$ cat config.mk
export PLATFORM = sky130hd
export DESIGN_NAME = control_unit
export DESIGN_NICKNAME = d
export VERILOG_FILES = /design/src/rtl/control_unit_pkg.sv /design/src/rtl/control_unit_instr_class.sv /design/src/rtl/control_unit.sv
export SDC_FILE = /design/constraint.sdc
export NUM_CORES = 1
export LEC_CHECK = 0
export CORE_MARGIN = 10
export CORE_UTILIZATION = 30
export CTS_BUF_LIST = sky130_fd_sc_hd__clkbuf_8
export CTS_CLUSTER_SIZE = 30
export DETAILED_ROUTE_END_ITERATION = 10
export DONT_BUFFER_PORTS = 1
export PLACE_DENSITY = 0.52
export SLEW_MARGIN = 25
export SYNTH_ARGS = -nofsm -noshare
export SYNTH_HDL_FRONTEND = slang
export SYNTH_SLANG_ARGS = --single-unit
$ cat constraint.sdc
create_clock -name clk -period 2 [get_ports clk]
set_input_delay 0.2 -clock clk [delete_from_list [all_inputs] [get_ports clk]]
set_output_delay 0.2 -clock clk [all_outputs]
set_load 0.02 [all_outputs]
$ cat src/rtl/control_unit_pkg.sv
// ---------------------------------------------------------------------------
// control_unit_pkg
//   Shared definitions for the multicycle control unit and its datapath.
//   Holds the FSM state encoding, the instruction OPCODE/FUNCT constants,
//   the instruction class encoding, the ULA operation codes and every mux
//   select encoding. The datapath muxes import the same package, so the
//   select values below are the single source of truth.
// ---------------------------------------------------------------------------
package control_unit_pkg;

  // FSM states
  typedef enum logic [3:0] {
    S_RESET  = 4'd0,
    S_FETCH  = 4'd1,
    S_DECODE = 4'd2,
    S_R_EXEC = 4'd3,
    S_R_WB   = 4'd4,
    S_I_EXEC = 4'd5,
    S_I_WB   = 4'd6,
    S_ADDR   = 4'd7,
    S_MEM_RD = 4'd8,
    S_LW_WB  = 4'd9,
    S_MEM_WR = 4'd10,
    S_BRANCH = 4'd11,
    S_JUMP   = 4'd12,
    S_EXC    = 4'd13
  } state_t;

  // Primary opcodes, IR[31:26]
  localparam logic [5:0] OP_RTYPE = 6'h00;
  localparam logic [5:0] OP_J     = 6'h02;
  localparam logic [5:0] OP_BEQ   = 6'h04;
  localparam logic [5:0] OP_BNE   = 6'h05;
  localparam logic [5:0] OP_ADDI  = 6'h08;
  localparam logic [5:0] OP_LW    = 6'h23;
  localparam logic [5:0] OP_SW    = 6'h2B;

  // R-type function codes, IR[5:0]
  localparam logic [5:0] FN_ADD = 6'h20;
  localparam logic [5:0] FN_SUB = 6'h22;
  localparam logic [5:0] FN_AND = 6'h24;

  // Instruction classes produced by instr_class
  typedef enum logic [2:0] {
    CLS_RTYPE   = 3'd0,
    CLS_IMM     = 3'd1,
    CLS_LOAD    = 3'd2,
    CLS_STORE   = 3'd3,
    CLS_BRANCH  = 3'd4,
    CLS_JUMP    = 3'd5,
    CLS_INVALID = 3'd6
  } instr_class_t;

  // ULA operation codes
  localparam logic [2:0] ULA_PASS_A = 3'b000;
  localparam logic [2:0] ULA_ADD    = 3'b001;
  localparam logic [2:0] ULA_SUB    = 3'b010;
  localparam logic [2:0] ULA_AND    = 3'b011;
  localparam logic [2:0] ULA_CMP    = 3'b111;

  // ULA operand A mux
  localparam logic       SEL_A_PC  = 1'b0;
  localparam logic       SEL_A_REG = 1'b1;

  // ULA operand B mux
  localparam logic [1:0] SEL_B_REG     = 2'b00;
  localparam logic [1:0] SEL_B_FOUR    = 2'b01;
  localparam logic [1:0] SEL_B_SIGNEXT = 2'b10;
  localparam logic [1:0] SEL_B_SHIFT2  = 2'b11;

  // Memory address mux
  localparam logic [1:0] SEL_MEM_PC     = 2'b00;
  localparam logic [1:0] SEL_MEM_ALUOUT = 2'b01;

  // Register-file write address mux
  localparam logic       SEL_WR_RT = 1'b0;
  localparam logic       SEL_WR_RD = 1'b1;

  // Register-file write data mux
  localparam logic [2:0] SEL_WD_ALUOUT = 3'b000;
  localparam logic [2:0] SEL_WD_LSIZE  = 3'b001;

  // PC source mux
  localparam logic [2:0] SEL_PC_RESULT = 3'b000;
  localparam logic [2:0] SEL_PC_ALUOUT = 3'b001;
  localparam logic [2:0] SEL_PC_JUMP   = 3'b010;
  localparam logic [2:0] SEL_PC_EXCVEC = 3'b100;

  // ULA operation for a (valid) R-type function code
  function automatic logic [2:0] funct_to_ula(input logic [5:0] funct);
    logic [2:0] op;
    op = ULA_ADD;
    case (funct)
      FN_ADD:  op = ULA_ADD;
      FN_SUB:  op = ULA_SUB;
      FN_AND:  op = ULA_AND;
      default: op = ULA_ADD;
    endcase
    return op;
  endfunction

  // Only the arithmetic R-type functions raise an overflow exception
  function automatic logic funct_traps(input logic [5:0] funct);
    return (funct == FN_ADD) || (funct == FN_SUB);
  endfunction

endpackage

$ cat src/rtl/control_unit_instr_class.sv
// ---------------------------------------------------------------------------
// instr_class
//   Purely combinational OPCODE/FUNCT decoder.
//   Ports:
//     opcode  in  6  IR[31:26]
//     funct   in  6  IR[5:0]
//     cls     out 3  instruction class (instr_class_t encoding)
//     invalid out 1  1 when the opcode, or the funct of an R-type, is not
//                    implemented; cls is CLS_INVALID in that case
// ---------------------------------------------------------------------------
module instr_class
  import control_unit_pkg::*;
(
  input  logic [5:0] opcode,
  input  logic [5:0] funct,
  output logic [2:0] cls,
  output logic       invalid
);

  always_comb begin
    cls = CLS_INVALID;
    case (opcode)
      OP_RTYPE: begin
        if ((funct == FN_ADD) || (funct == FN_SUB) || (funct == FN_AND)) begin
          cls = CLS_RTYPE;
        end
      end
      OP_ADDI:         cls = CLS_IMM;
      OP_LW:           cls = CLS_LOAD;
      OP_SW:           cls = CLS_STORE;
      OP_BEQ, OP_BNE:  cls = CLS_BRANCH;
      OP_J:            cls = CLS_JUMP;
      default:         cls = CLS_INVALID;
    endcase
  end

  assign invalid = (cls == CLS_INVALID);

endmodule

$ cat src/rtl/control_unit.sv
// ---------------------------------------------------------------------------
// control_unit
//   Moore FSM sequencing a multicycle datapath (fetch, decode, execute,
//   memory, write-back, exception). Memory reads take MEM_WAIT cycles
//   (1..7), counted by a 3-bit wait counter that clears on every state entry.
//   Ports:
//     clk, reset           clock, synchronous active-high reset
//     OPCODE, FUNCT        instruction fields IR[31:26], IR[5:0]
//     Of, Eq               ULA overflow / equal flags (combinational)
//     PC_w .. EPC_w        register write enables
//     ULA_c                ULA operation
//     M_selector_*         datapath mux selects (encodings in the package)
//     reset_out            datapath reset, high while in S_RESET
// ---------------------------------------------------------------------------
module control_unit
  import control_unit_pkg::*;
#(
  parameter int MEM_WAIT = 2
) (
  input  logic       clk,
  input  logic       reset,
  input  logic [5:0] OPCODE,
  input  logic [5:0] FUNCT,
  input  logic       Of,
  input  logic       Eq,
  output logic       PC_w,
  output logic       MEM_w,
  output logic       IR_w,
  output logic       RB_w,
  output logic       AB_w,
  output logic       ULA_w,
  output logic       EPC_w,
  output logic [2:0] ULA_c,
  output logic       M_selector_A,
  output logic [1:0] M_selector_B,
  output logic [1:0] M_selector_Memory,
  output logic       M_selector_writereg,
  output logic [2:0] M_selector_WDATA,
  output logic [2:0] M_selector_ALUOut,
  output logic       reset_out
);

  // Counter value on the final cycle of a memory wait
  localparam logic [2:0] LAST_WAIT = 3'(MEM_WAIT - 1);

  state_t     state_reg;
  state_t     state_next;
  logic [2:0] wait_cnt_reg;
  logic [2:0] wait_cnt_next;
  logic [2:0] cls;
  logic       invalid;
  logic       wait_done;

  instr_class u_instr_class (
    .opcode  (OPCODE),
    .funct   (FUNCT),
    .cls     (cls),
    .invalid (invalid)
  );

  assign wait_done = (wait_cnt_reg == LAST_WAIT);

  // State and wait-counter registers
  always_ff @(posedge clk) begin
    if (reset) begin
      state_reg    <= S_RESET;
      wait_cnt_reg <= '0;
    end else begin
      state_reg    <= state_next;
      wait_cnt_reg <= wait_cnt_next;
    end
  end

  // Next-state logic
  always_comb begin
    state_next = state_reg;
    case (state_reg)
      S_RESET:  state_next = S_FETCH;
      S_FETCH:  if (wait_done) state_next = S_DECODE;
      S_DECODE: begin
        if (invalid) begin
          state_next = S_EXC;
        end else begin
          case (cls)
            CLS_RTYPE:  state_next = S_R_EXEC;
            CLS_IMM:    state_next = S_I_EXEC;
            CLS_LOAD,
            CLS_STORE:  state_next = S_ADDR;
            CLS_BRANCH: state_next = S_BRANCH;
            CLS_JUMP:   state_next = S_JUMP;
            default:    state_next = S_EXC;
          endcase
        end
      end
      // 'and' cannot overflow, so Of only matters for add/sub
      S_R_EXEC: state_next = (Of && funct_traps(FUNCT)) ? S_EXC : S_R_WB;
      S_R_WB:   state_next = S_FETCH;
      S_I_EXEC: state_next = Of ? S_EXC : S_I_WB;
      S_I_WB:   state_next = S_FETCH;
      // Address computation ignores overflow
      S_ADDR:   state_next = (cls == CLS_LOAD) ? S_MEM_RD : S_MEM_WR;
      S_MEM_RD: if (wait_done) state_next = S_LW_WB;
      S_LW_WB:  state_next = S_FETCH;
      S_MEM_WR: state_next = S_FETCH;
      S_BRANCH: state_next = S_FETCH;
      S_JUMP:   state_next = S_FETCH;
      S_EXC:    state_next = S_FETCH;
      default:  state_next = S_RESET;
    endcase
  end

  // The counter only advances while a state repeats (FETCH / MEM_RD waits)
  // and saturates rather than wrapping; any transition clears it.
  always_comb begin
    wait_cnt_next = '0;
    if ((state_next == state_reg) && (wait_cnt_reg != 3'd7)) begin
      wait_cnt_next = wait_cnt_reg + 3'd1;
    end
  end

  // Moore outputs; the branch PC_w is the only input-dependent term
  always_comb begin
    PC_w                = 1'b0;
    MEM_w               = 1'b0;
    IR_w                = 1'b0;
    RB_w                = 1'b0;
    AB_w                = 1'b0;
    ULA_w               = 1'b0;
    EPC_w               = 1'b0;
    ULA_c               = ULA_PASS_A;
    M_selector_A        = SEL_A_PC;
    M_selector_B        = SEL_B_REG;
    M_selector_Memory   = SEL_MEM_PC;
    M_selector_writereg = SEL_WR_RT;
    M_selector_WDATA    = SEL_WD_ALUOUT;
    M_selector_ALUOut   = SEL_PC_RESULT;
    reset_out           = 1'b0;

    case (state_reg)
      S_RESET: reset_out = 1'b1;

      S_FETCH: begin
        M_selector_Memory = SEL_MEM_PC;
        M_selector_A      = SEL_A_PC;
        M_selector_B      = SEL_B_FOUR;
        ULA_c             = ULA_ADD;
        // Latch the instruction and PC+4 only once the read data is valid
        if (wait_done) begin
          IR_w              = 1'b1;
          PC_w              = 1'b1;
          M_selector_ALUOut = SEL_PC_RESULT;
        end
      end

      S_DECODE: begin
        // Speculatively compute the branch target into ALU_out
        AB_w         = 1'b1;
        M_selector_A = SEL_A_PC;
        M_selector_B = SEL_B_SHIFT2;
        ULA_c        = ULA_ADD;
        ULA_w        = 1'b1;
      end

      S_R_EXEC: begin
        M_selector_A = SEL_A_REG;
        M_selector_B = SEL_B_REG;
        ULA_c        = funct_to_ula(FUNCT);
        ULA_w        = 1'b1;
      end

      S_R_WB: begin
        RB_w                = 1'b1;
        M_selector_writereg = SEL_WR_RD;
        M_selector_WDATA    = SEL_WD_ALUOUT;
      end

      S_I_EXEC, S_ADDR: begin
        M_selector_A = SEL_A_REG;
        M_selector_B = SEL_B_SIGNEXT;
        ULA_c        = ULA_ADD;
        ULA_w        = 1'b1;
      end

      S_I_WB: begin
        RB_w                = 1'b1;
        M_selector_writereg = SEL_WR_RT;
        M_selector_WDATA    = SEL_WD_ALUOUT;
      end

      S_MEM_RD: M_selector_Memory = SEL_MEM_ALUOUT;

      S_LW_WB: begin
        RB_w                = 1'b1;
        M_selector_writereg = SEL_WR_RT;
        M_selector_WDATA    = SEL_WD_LSIZE;
      end

      S_MEM_WR: begin
        M_selector_Memory = SEL_MEM_ALUOUT;
        MEM_w             = 1'b1;
      end

      S_BRANCH: begin
        M_selector_A      = SEL_A_REG;
        M_selector_B      = SEL_B_REG;
        ULA_c             = ULA_CMP;
        M_selector_ALUOut = SEL_PC_ALUOUT;
        PC_w              = ((OPCODE == OP_BEQ) && Eq) ||
                            ((OPCODE == OP_BNE) && !Eq);
      end

      S_JUMP: begin
        PC_w              = 1'b1;
        M_selector_ALUOut = SEL_PC_JUMP;
      end

      S_EXC: begin
        // PC has already advanced by 4, so PC-4 is the faulting address
        M_selector_A      = SEL_A_PC;
        M_selector_B      = SEL_B_FOUR;
        ULA_c             = ULA_SUB;
        EPC_w             = 1'b1;
        PC_w              = 1'b1;
        M_selector_ALUOut = SEL_PC_EXCVEC;
      end

      default: reset_out = 1'b0;
    endcase
  end

endmodule

-- Yosys cells after proc, flatten, opt, wreduce, memory -nomap -nowiden
Index checks and enable logic that the tools add are counted.
- input port bits: 16
- output and inout port bits: 23
- register bits: 7
- logic and storage cells: 85
- reduce and logical (&&, ||, !) cells: 23
- equal/unequal tests: 31
- multiplexer cells: 27
- bitwise logic cells: 1
- $add $sub $neg: 1
- operator list (operator ; number):
    == test 6 bit, second input constant ; 5
    case mux 4 bit (7 select lines) ; 1
    == test 4 bit, second input constant ; 6
    two-way mux 4 bit ; 5
    case mux 4 bit (5 select lines) ; 1
    case mux 3 bit (6 select lines) ; 1
    == test 4 x 3 -> 1 bit, second input constant ; 4
    OR reduction 2 bit ; 7
    == test 6 x 3 -> 1 bit, second input constant ; 2
    two-way mux 1 bit ; 12
    case mux 3 bit (4 select lines) ; 1
    OR reduction 4 bit ; 3
    == test 3 bit, second input constant ; 3
    case mux 3 bit (3 select lines) ; 1
    == test 4 x 2 -> 1 bit, second input constant ; 2
    OR reduction 8 bit ; 1
    == test 3 x 1 -> 1 bit, second input constant ; 2
    == test 3 x 2 -> 1 bit, second input constant ; 2
    == test 6 x 2 -> 1 bit, second input constant ; 1
    == test 6 x 4 -> 1 bit, second input constant ; 1
    logical NOT 6 bit ; 1
    case mux 2 bit (3 select lines) ; 1
    == test 4 x 1 -> 1 bit, second input constant ; 1
    == test 4 bit ; 1
    13 further kinds ; 18

-- Longest topological paths before layout
Gate-level depths: netlist of the first run.
- word-level depth: 14
- depth in mapped cells: 7
- gate-level depth less buffers: 7

-- Modules after synthesis
A second synthesis of the first run with hierarchy kept.
- cell total of the unflattened synthesis: 138
- area total of the unflattened synthesis: 1001.0 µm²
- by module, submodules not included (module ; times used ; area an instance (µm²) ; seq. area each (µm²) ; cells an instance):
    control_unit ; 1 ; 859.6 ; 140.1 ; 118
    instr_class ; 1 ; 141.4 ; 0.0 ; 20

-- Worst setup path before layout of the first run
OpenSTA, ideal clock, no wires.
- path type: reg-to-output
- start: register wait_cnt_reg[0]
- end: output PC_w
- data required time: 1.800 ns
- path buffers: 0
- path slack: -0.058 ns
- stages on the path, launching flop included: 5
- arrival time: 1.858 ns
- cells stage by stage: dfxtp_1 -> ha_1 -> nor2b_1 -> nor4b_1 -> or3_1
- word-level cells in the longest chain between the ends: 3
- RTL lines (item ; RTL line ; RTL):
    from (decl) ; control_unit.sv:48 ; logic [2:0] wait_cnt_reg;
    from (signal assigned) ; control_unit.sv:70 ; wait_cnt_reg <= wait_cnt_next;
    == test 3 x 1 -> 1 bit ; control_unit.sv:61 ; assign wait_done = (wait_cnt_reg == LAST_WAIT);
    two-way mux 1 bit ; control_unit.sv:148 ; if (wait_done) begin
    case mux 1 bit (3 select lines) ; control_unit.sv:139 ; case (state_reg)
    to (decl) ; control_unit.sv:26 ; output logic PC_w,
No other way between the ends.

-- Worst setup path in the final report of the first run
- start: register state_reg[2]
- end: output PC_w
- word-level cells in the longest chain between the ends: 3
- elaborated cells between the ends (all ways): 6
- those cells by class: eq/ne (4); mux (1); reduce/logical (1)
- RTL lines (item ; RTL line ; RTL):
    from (decl) ; control_unit.sv:46 ; state_t state_reg;
    from (signal assigned) ; control_unit.sv:69 ; state_reg <= state_next;
    == test 4 bit ; control_unit.sv:139 ;
    OR reduction 2 bit (no line) ; n/a ;
    case mux 1 bit (3 select lines) * ; control_unit.sv:139 ;
Every way passes the cells marked *; elsewhere a longest branch is shown, timed or not.

==> impl_metrics.yaml, run 1 <==
run_status:
  status: "completed"
die:
  die_x_um: 76.1
  start_util: 0.312
  die_height_um: 76.1
  rows: 20
  coreArea_mm2: 0.00303
  pin_count: 39
  die_area_mm2: 0.00579
drt:
  vias: 969
  via_per_inst: 5.27
  first_iter_violations: 59
  drt-pass1-iter-count: 4
  wirelength_um: 2750
  antenna_left: 0
  drcViolationCount: 0
  wl_per_cell_um: 15.0
synth:
  yosys.area.top_type_share: 0.149
  ys_warn_count: 0
  syn_area_um2: 943
  seq_area_frac_synth: 0.149
  synth-edff-count: 0
  ys_async_sr_fraction: 0
  yosys_most_used_dff: "dfxtp_1"
  synth-seq-cells: 7
  syn_inst: 133
  ys_types: 40
  synth_area_leaders: "dfxtp_1 15%, a21oi_1 6.4%, nor3_1 6.4%"
  avgSynthCellArea_um2: 7.09
  yosysTopAreaCell: "dfxtp_1"
critical_path:
  crit_chain: "nand2b_1, nor2_1, nand2_1, nor4_1, or3_1"
  required_ps: 1800
  max_stage_delay_ps: 330
  critPathSlowestCell: "dfxtp_1"
  worst_setup_path_end_kind: "primary output"
  reg2reg_depth: 6
  r2r_setup_slack_ps: 310
  r2r_end: "wait_cnt_reg[2]"
  crit_path_start_kind: "flop"
  arrival_ps: 1680
  worst-path-buf-inv: 0
  critPathKind: "flop to primary output"
  worstPathMaxFanout: 8
  path_delay_family: "simple AND/OR/NAND/NOR gates"
  r2r_start: "state_reg[3]"
  critPathLaunch: "state_reg[2]"
sta:
  maxSlewViolCount: 0
  period_needed_ps: 1880
  slew_headroom: 0.661
  setup_viol: 0
  fin_ws_ps: 123
  timing.fmax_mhz: 533
  rsz0062_at_grt: "no"
  worst_pin_slew_ps: 510
  timing_hold_violations_final: 0
  min_period_over_period: 0.939
  fin_skew_ps: 1.50
  finalSetupTns_ps: 0
pwr:
  pwr_density_cell_mw_per_mm2: 481
  peakVddDrop_mv: 0.227
  leakage_uw: 0.000407
clock_network:
  post_cts_buffers: 0
  hold_buffers: 0
  cts_buffers: 3
  cts_tree: "yes"
  cts_root_buffer: "clkbuf_8"
  h-tree-depth: 1
  cts.clk_slew.worst_paths_ps: 40
  clock-sinks: 7
  worstSkewPairLatency_ps: 230
  cts_buffer_depth: 2
  cts_resized: 0
final_layout:
  fillers: 332
  area_growth_pct: 14.5
  final_nets: 160
  final_cells: 184
  drive_gt1_frac: 0.193
  largest_reg_flops: 4
  diodes: 0
grt:
  antenna_found_initial: 0
  grt_pass1_wl_um: 4370
  overflow: 0
  grt_max_degree: 19
  first_global_vias: 855
  groute.usage.overall: 0.0894
min_path:
  holdPathEnd: "state_reg[2]"
  worstHoldPathType: "primary input to flop"
  worstHoldStart: "reset"
  whs_path_depth: 1
placement:
  dp_slack_ps: 157
  gp_congestion: 0.764
  dp.cells: 180
  hpwl_um: 2250
  io_buffers: 0
run:
  drv_cap: 0
## placed cells by master (no fill, tap or decap), types with 3 or more instances in the layout
| master | Yosys | layout |
|---|---|---|
| buf_4 | 4 | 15 |
| nor2_1 | 14 | 14 |
| nor3_1 | 12 | 12 |
| a21oi_1 | 12 | 12 |
| nand2_1 | 10 | 10 |
| nand2b_1 | 9 | 9 |
| dfxtp_1 | 7 | 6 |
| o21ai_0 | 5 | 5 |
| nor2b_1 | 4 | 4 |
| nor4_1 | 3 | 3 |
| xor2_1 | 3 | 3 |
| o21a_1 | 3 | 3 |
| a31oi_1 | 3 | 3 |
| inv_1 | 2 | 3 |
| ha_1 | 3 | 3 |
| conb_1 | 1 | 3 |
| clkbuf_8 | 0 | 3 |
## stage by stage
| stage | hold slack (ps) | total power, uW | util | area [um2] |
|---|---|---|---|---|
| 6_report | 30.2 | 519 | 0.357 | 1080 |
| 5_1_grt | 28.3 | 550 | 0.357 | 1080 |
| 2_1_floorplan | 265 | 298 | - | 957 |
| 3_5_place_dp | 267 | 330 | 0.341 | 1030 |
| 3_3_place_gp | 268 | 329 | 0.341 | 1030 |
| 4_1_cts | 27.4 | 525 | 0.356 | 1080 |
## metal layers
metal  track usage  wire (um)
met4        0.0390         39
met3        0.0283        215
met1         0.119       1400
met2         0.128       1100
met5             0          0
## synth_stat cells, types with 2 or more instances
master / instances
a211oi_2: 2
a21o_1: 2
a21oi_1: 12
a31o_2: 2
a31oi_1: 3
buf_4: 4
buf_6: 3
clkbuf_1: 6
dfxtp_1: 7
ha_1: 3
inv_1: 2
nand2_1: 10
nand2b_1: 9
nand4b_1: 2
nor2_1: 14
nor2b_1: 4
nor3_1: 12
nor4_1: 3
o21a_1: 3
o21ai_0: 5
o22ai_1: 2
o41ai_1: 2
or3_1: 2
xor2_1: 3
## power by group
group / total, uW / switching (uW) / internal (uW)
clock: 191 / 58.8 / 132
combinational: 166 / 95.0 / 70.6
sequential: 163 / 14.4 / 148
## how the worst max path moves through the flow
stage,slack [ps],cells past startpoint,to
global route,60,5,PC_w
CTS,10,5,PC_w
detailed placement,160,5,wait_cnt_reg[2]
global placement,210,5,wait_cnt_reg[2]
floorplan,200,6,wait_cnt_reg[0]
finish,120,5,PC_w
## final cells by class
cell class | count | area (um2) | area share
Tap cell | 44 | 55.1 | 0.0510
Sequential cell | 7 | 141 | 0.131
Clock inverter | 1 | 3.75 | 0.00348
Timing Repair Buffer | 15 | 113 | 0.104
Multi-Input combinational cell | 112 | 718 | 0.665
Inverter | 2 | 7.51 | 0.00695
Clock buffer | 3 | 41.3 | 0.0382
## logic make-up (layout without fill, tap and decap cells)
logic type,Yosys count,in the layout,share of synthesized area
simple gates,64,64,0.390
compound gates,38,38,0.275
buf+inv,16,21,0.105
flops,7,7,0.149
fa+ha+maj,3,3,0.0398
xor+xnor,3,3,0.0279
other cells,1,3,0.00397
mux,1,1,0.0106
No activity file was read; power rests on OpenSTA's default activity.
==> run 2: changes to the inputs <==
--- a/config.mk
+++ b/config.mk
@@ -5,13 +5,15 @@
 export SDC_FILE = /design/constraint.sdc
 export NUM_CORES = 1
 export LEC_CHECK = 0
+export ABC_CLOCK_PERIOD_IN_PS = 2000
+export CORE_ASPECT_RATIO = 1.2
 export CORE_MARGIN = 10
-export CORE_UTILIZATION = 30
+export CORE_UTILIZATION = 55
 export CTS_BUF_LIST = sky130_fd_sc_hd__clkbuf_8
 export CTS_CLUSTER_SIZE = 30
 export DETAILED_ROUTE_END_ITERATION = 10
 export DONT_BUFFER_PORTS = 1
-export PLACE_DENSITY = 0.52
+export PLACE_DENSITY = 0.78
 export SLEW_MARGIN = 25
 export SYNTH_ARGS = -nofsm -noshare
 export SYNTH_HDL_FRONTEND = slang
==> impl_metrics.yaml, run 2 (synthesis results as in run 1) <==
run_status:
  status: "completed"
critical_path:
  path_delay_family: "simple AND/OR/NAND/NOR gates"
  critPathKind: "flop to primary output"
  worst-path-buf-inv: 0
  critPathSlowestCell: "dfxtp_1"
  r2r_start: "state_reg[3]"
  worst_setup_path_end_kind: "primary output"
  required_ps: 1800
  worstPathMaxFanout: 9
  arrival_ps: 1610
  max_stage_delay_ps: 370
  crit_chain: "nand2b_2, nor2_1, nand2_1, nor4_1, or3_1"
  critPathLaunch: "state_reg[2]"
  crit_path_start_kind: "flop"
final_layout:
  final_util: 0.648
  final_common_cell: "buf_4"
  diodes: 0
  multi_input_area_um2: 721
  final_nets: 160
  layout_common_cells: "15 x buf_4, 14 x nor2_1, 12 x nor3_1, 12 x a21oi_1, 10 x nand2_1"
  area_growth_pct: 11.4
  drive_gt1_frac: 0.207
  largest_reg_flops: 4
  fillers: 145
  regArea_um2: 143
sta:
  timing_hold_violations_final: 0
  finalSetupTns_ps: 0
  fin_skew_ps: 1.73
  min_period_over_period: 0.904
  rsz0062_at_grt: "no"
  timing.fmax_mhz: 553
  setup_viol: 0
  maxSlewViolCount: 0
  period_needed_ps: 1810
die:
  pin_count: 39
  rows: 16
  coreArea_mm2: 0.00162
  die_area_mm2: 0.00378
  die_x_um: 57.8
  start_util: 0.582
  die_height_um: 65.4
pwr:
  p_sw_frac: 0.314
  power.total_uw: 509
  peakVddDrop_mv: 0.459
  switching_power_uw: 160
  leakage_uw: 0.000409
  power_frac_seq: 0.326
  pwr_density_cell_mw_per_mm2: 484
  power.internal_uw: 349
  clkPwrFrac: 0.357
  pwr-share-comb: 0.317
grt:
  antenna_found_initial: 0
  overflow: 0
  grt_max_degree: 19
  groute.usage.overall: 0.127
  first_global_vias: 880
  grt_pass1_wl_um: 4100
drt:
  wl_per_cell_um: 16.0
  wirelength_um: 2540
  first_iter_violations: 32
  drcViolationCount: 0
  vias: 967
  via_per_inst: 6.12
  antenna_left: 0
  drt-pass1-iter-count: 4
clock_network:
  clock-sinks: 7
  cts_root_buffer: "clkbuf_8"
  hold_buffers: 0
  cts.clk_slew.worst_paths_ps: 40
  cts_buffer_depth: 2
  cts_tree: "yes"
  worstSkewPairLatency_ps: 220
  h-tree-depth: 1
  cts_buffers: 3
placement:
  hpwl_um: 2070
  io_buffers: 0
  gp_congestion: 0.905
run:
  drv_cap: 0
min_path:
  worstHoldPathType: "primary input to flop"
  worstHoldStart: "reset"
run 2: cell counts in the layout (fill, tap and decap cells not counted):
Identical to the previous run, type by type.
run 2: worst paths after layout:
path / to / cells past startpoint / slack [ps]
setup / recovery: PC_w / 5 / 190
hold / removal: state_reg[2] / 1 / 40
setup reg to reg: wait_cnt_reg[2] / 5 / 360
hold reg to reg: wait_cnt_reg[0] / 1 / 460
run 2: power groups by stage:
stage | registers [uW] | logic [uW] | clock network, uW
2_1_floorplan | 155 | 143 | 0
3_3_place_gp | 166 | 157 | 0
3_5_place_dp | 166 | 160 | 0
4_1_cts | 164 | 161 | 186
5_1_grt | 168 | 175 | 196
6_report | 166 | 161 | 182
run 2: cell type report:
class	count	share of cell area
timing repair buffer	15	0.107
clock inverter	1	0.00357
sequential	7	0.136
tap	18	0.0214
multi-input combinational	112	0.686
inverter	2	0.00714
clock buffer	3	0.0393
run 2: metrics by stage:
step           hold slack (ps)  area [um2]  std cells  setup slack (ps)
6_report                  40.8        1050        158               192
5_1_grt                   36.5        1050        158              32.7
2_1_floorplan              265         957        135               202
4_1_cts                   37.1        1050        158              60.7
3_5_place_dp               267        1000        154               244
3_3_place_gp               267        1000        154               285
run 2: metal layers:
layer  part of all wire  GRT usage
met5                  0          0
met4             0.0071     0.0471
met3              0.080     0.0327
met2               0.52      0.224
met1               0.39      0.141
run 2: timing repair:
| item | in CTS | in global routing |
|---|---|---|
| buffers inserted | 0 | 0 |
| resized for setup | 0 | 3 |
| endpoints found under the hold margin | 0 | 0 |
| setup endpoints to repair | 0 | 1 |
==> run 3: changes to the inputs <==
--- a/config.mk
+++ b/config.mk
@@ -6,6 +6,7 @@
 export NUM_CORES = 1
 export LEC_CHECK = 0
 export ABC_CLOCK_PERIOD_IN_PS = 2000
+export CAP_MARGIN = 40
 export CORE_ASPECT_RATIO = 1.2
 export CORE_MARGIN = 10
 export CORE_UTILIZATION = 55
@@ -14,6 +15,7 @@
 export DETAILED_ROUTE_END_ITERATION = 10
 export DONT_BUFFER_PORTS = 1
 export PLACE_DENSITY = 0.78
+export REMOVE_ABC_BUFFERS = 1
 export SLEW_MARGIN = 25
 export SYNTH_ARGS = -nofsm -noshare
 export SYNTH_HDL_FRONTEND = slang
==> impl_metrics.yaml, run 3 (synthesis results as in run 1) <==
final_layout:
  layout_common_cells: "14 x nor2_1, 14 x buf_4, 12 x nor3_1, 12 x a21oi_1, 10 x nand2_1"
  multi_input_area_um2: 718
  final_cell_area_mm2: 0.00104
  final_nets: 159
  drive_gt1_frac: 0.194
  largest_reg_flops: 4
  fillers: 161
  final_cells: 157
  area_growth_pct: 10.3
  regArea_um2: 143
  diodes: 0
run_status:
  status: "completed"
placement:
  dp_slack_ps: 213
  hpwl_um: 2150
  gp_congestion: 0.834
  dp.cells: 153
  place_area_um2: 987
  io_buffers: 0
clock_network:
  hold_buffers: 0
  cts_buffers: 3
  cts_resized: 0
  post_cts_buffers: 0
  cts_tree: "yes"
  h-tree-depth: 1
  clock-sinks: 7
  cts_buffer_depth: 2
  worstSkewPairLatency_ps: 220
  cts.clk_slew.worst_paths_ps: 40
  cts_root_buffer: "clkbuf_8"
sta:
  timing_hold_violations_final: 0
  timing.fmax_mhz: 532
  setup_viol: 0
  period_needed_ps: 1880
  fin_hold_ws_ps: 34.1
  maxSlewViolCount: 0
  fin_skew_ps: 2.33
  min_period_over_period: 0.940
  finalSetupTns_ps: 0
  rsz0062_at_grt: "no"
  fin_ws_ps: 120
drt:
  first_iter_violations: 36
  via_per_inst: 6.26
  wirelength_um: 2610
  drcViolationCount: 0
  vias: 983
  antenna_left: 0
  drt-pass1-iter-count: 4
  wl_per_cell_um: 16.6
critical_path:
  cp.depth: 5
  required_ps: 1800
  worst_setup_path_end_kind: "primary output"
  arrival_ps: 1680
  critPathSlowestCell: "dfxtp_1"
  crit_path_start_kind: "flop"
  worst-path-buf-inv: 0
  max_stage_delay_ps: 610
  reg2reg_depth: 5
  cp_common_cell: "nand2_1"
  critPathKind: "flop to primary output"
  path_delay_family: "simple AND/OR/NAND/NOR gates"
  worstPathMaxFanout: 14
  crit_chain: "nand2_1, nor2_1, nand2_1, nor4_1, or3_1"
die:
  rows: 16
  start_util: 0.582
  die_x_um: 57.8
  pin_count: 39
  die_area_mm2: 0.00378
  die_height_um: 65.4
  coreArea_mm2: 0.00162
pwr:
  pwr_density_cell_mw_per_mm2: 496
  leakage_uw: 0.000403
  peakVddDrop_mv: 0.341
grt:
  groute.usage.overall: 0.135
  overflow: 0
  antenna_found_initial: 0
  grt_max_degree: 20
  grt_pass1_wl_um: 4320
  first_global_vias: 950
run:
  drv_cap: 0
min_path:
  whs_path_depth: 1
  worstHoldPathType: "primary input to flop"
[run 3: cell types whose count changed in the layout (fill, tap and decap cells not counted), sizes merged]
cell / previous run / this run
buf: 15 / 14
[run 3: power breakdown]
group / internal, uW / total, uW / leakage (uW) / switching [uW]
registers: 148 / 167 / 0.0000576 / 19.2
clock network: 132 / 191 / 0.0000269 / 58.7
logic: 67.9 / 157 / 0.000318 / 89.4
total: 349 / 516 / 0.000403 / 167
[run 3: final cells by class]
type,count,area share
timing repair buffer,14,0.101
multi-input combinational,112,0.690
clock buffer,3,0.0397
clock inverter,1,0.00361
inverter,2,0.00721
tap,18,0.0216
sequential,7,0.137
[run 3: worst paths after layout]
| path | from | endpoint | slack [ps] |
|---|---|---|---|
| worst max-delay path | state_reg[3] | PC_w | 120 |
| worst min-delay path | reset | state_reg[2] | 30 |
| worst max register to register | state_reg[3] | wait_cnt_reg[2] | 270 |
| worst min register to register | wait_cnt_reg[0] | wait_cnt_reg[0] | 460 |
[run 3: stage by stage]
stage          utilization  total power [uW]
2_1_floorplan            -               279
3_3_place_gp         0.609               320
3_5_place_dp         0.609               324
4_1_cts              0.637               519
5_1_grt              0.642               550
6_report             0.642               516
[run 3: routing by layer]
layer  vias up  track usage  part of all wire
met5         -            0                 0
met4         0       0.0559            0.0054
met3         2       0.0481             0.067
met2        18        0.254              0.55
met1       473        0.128              0.37
li1        490            -                 -
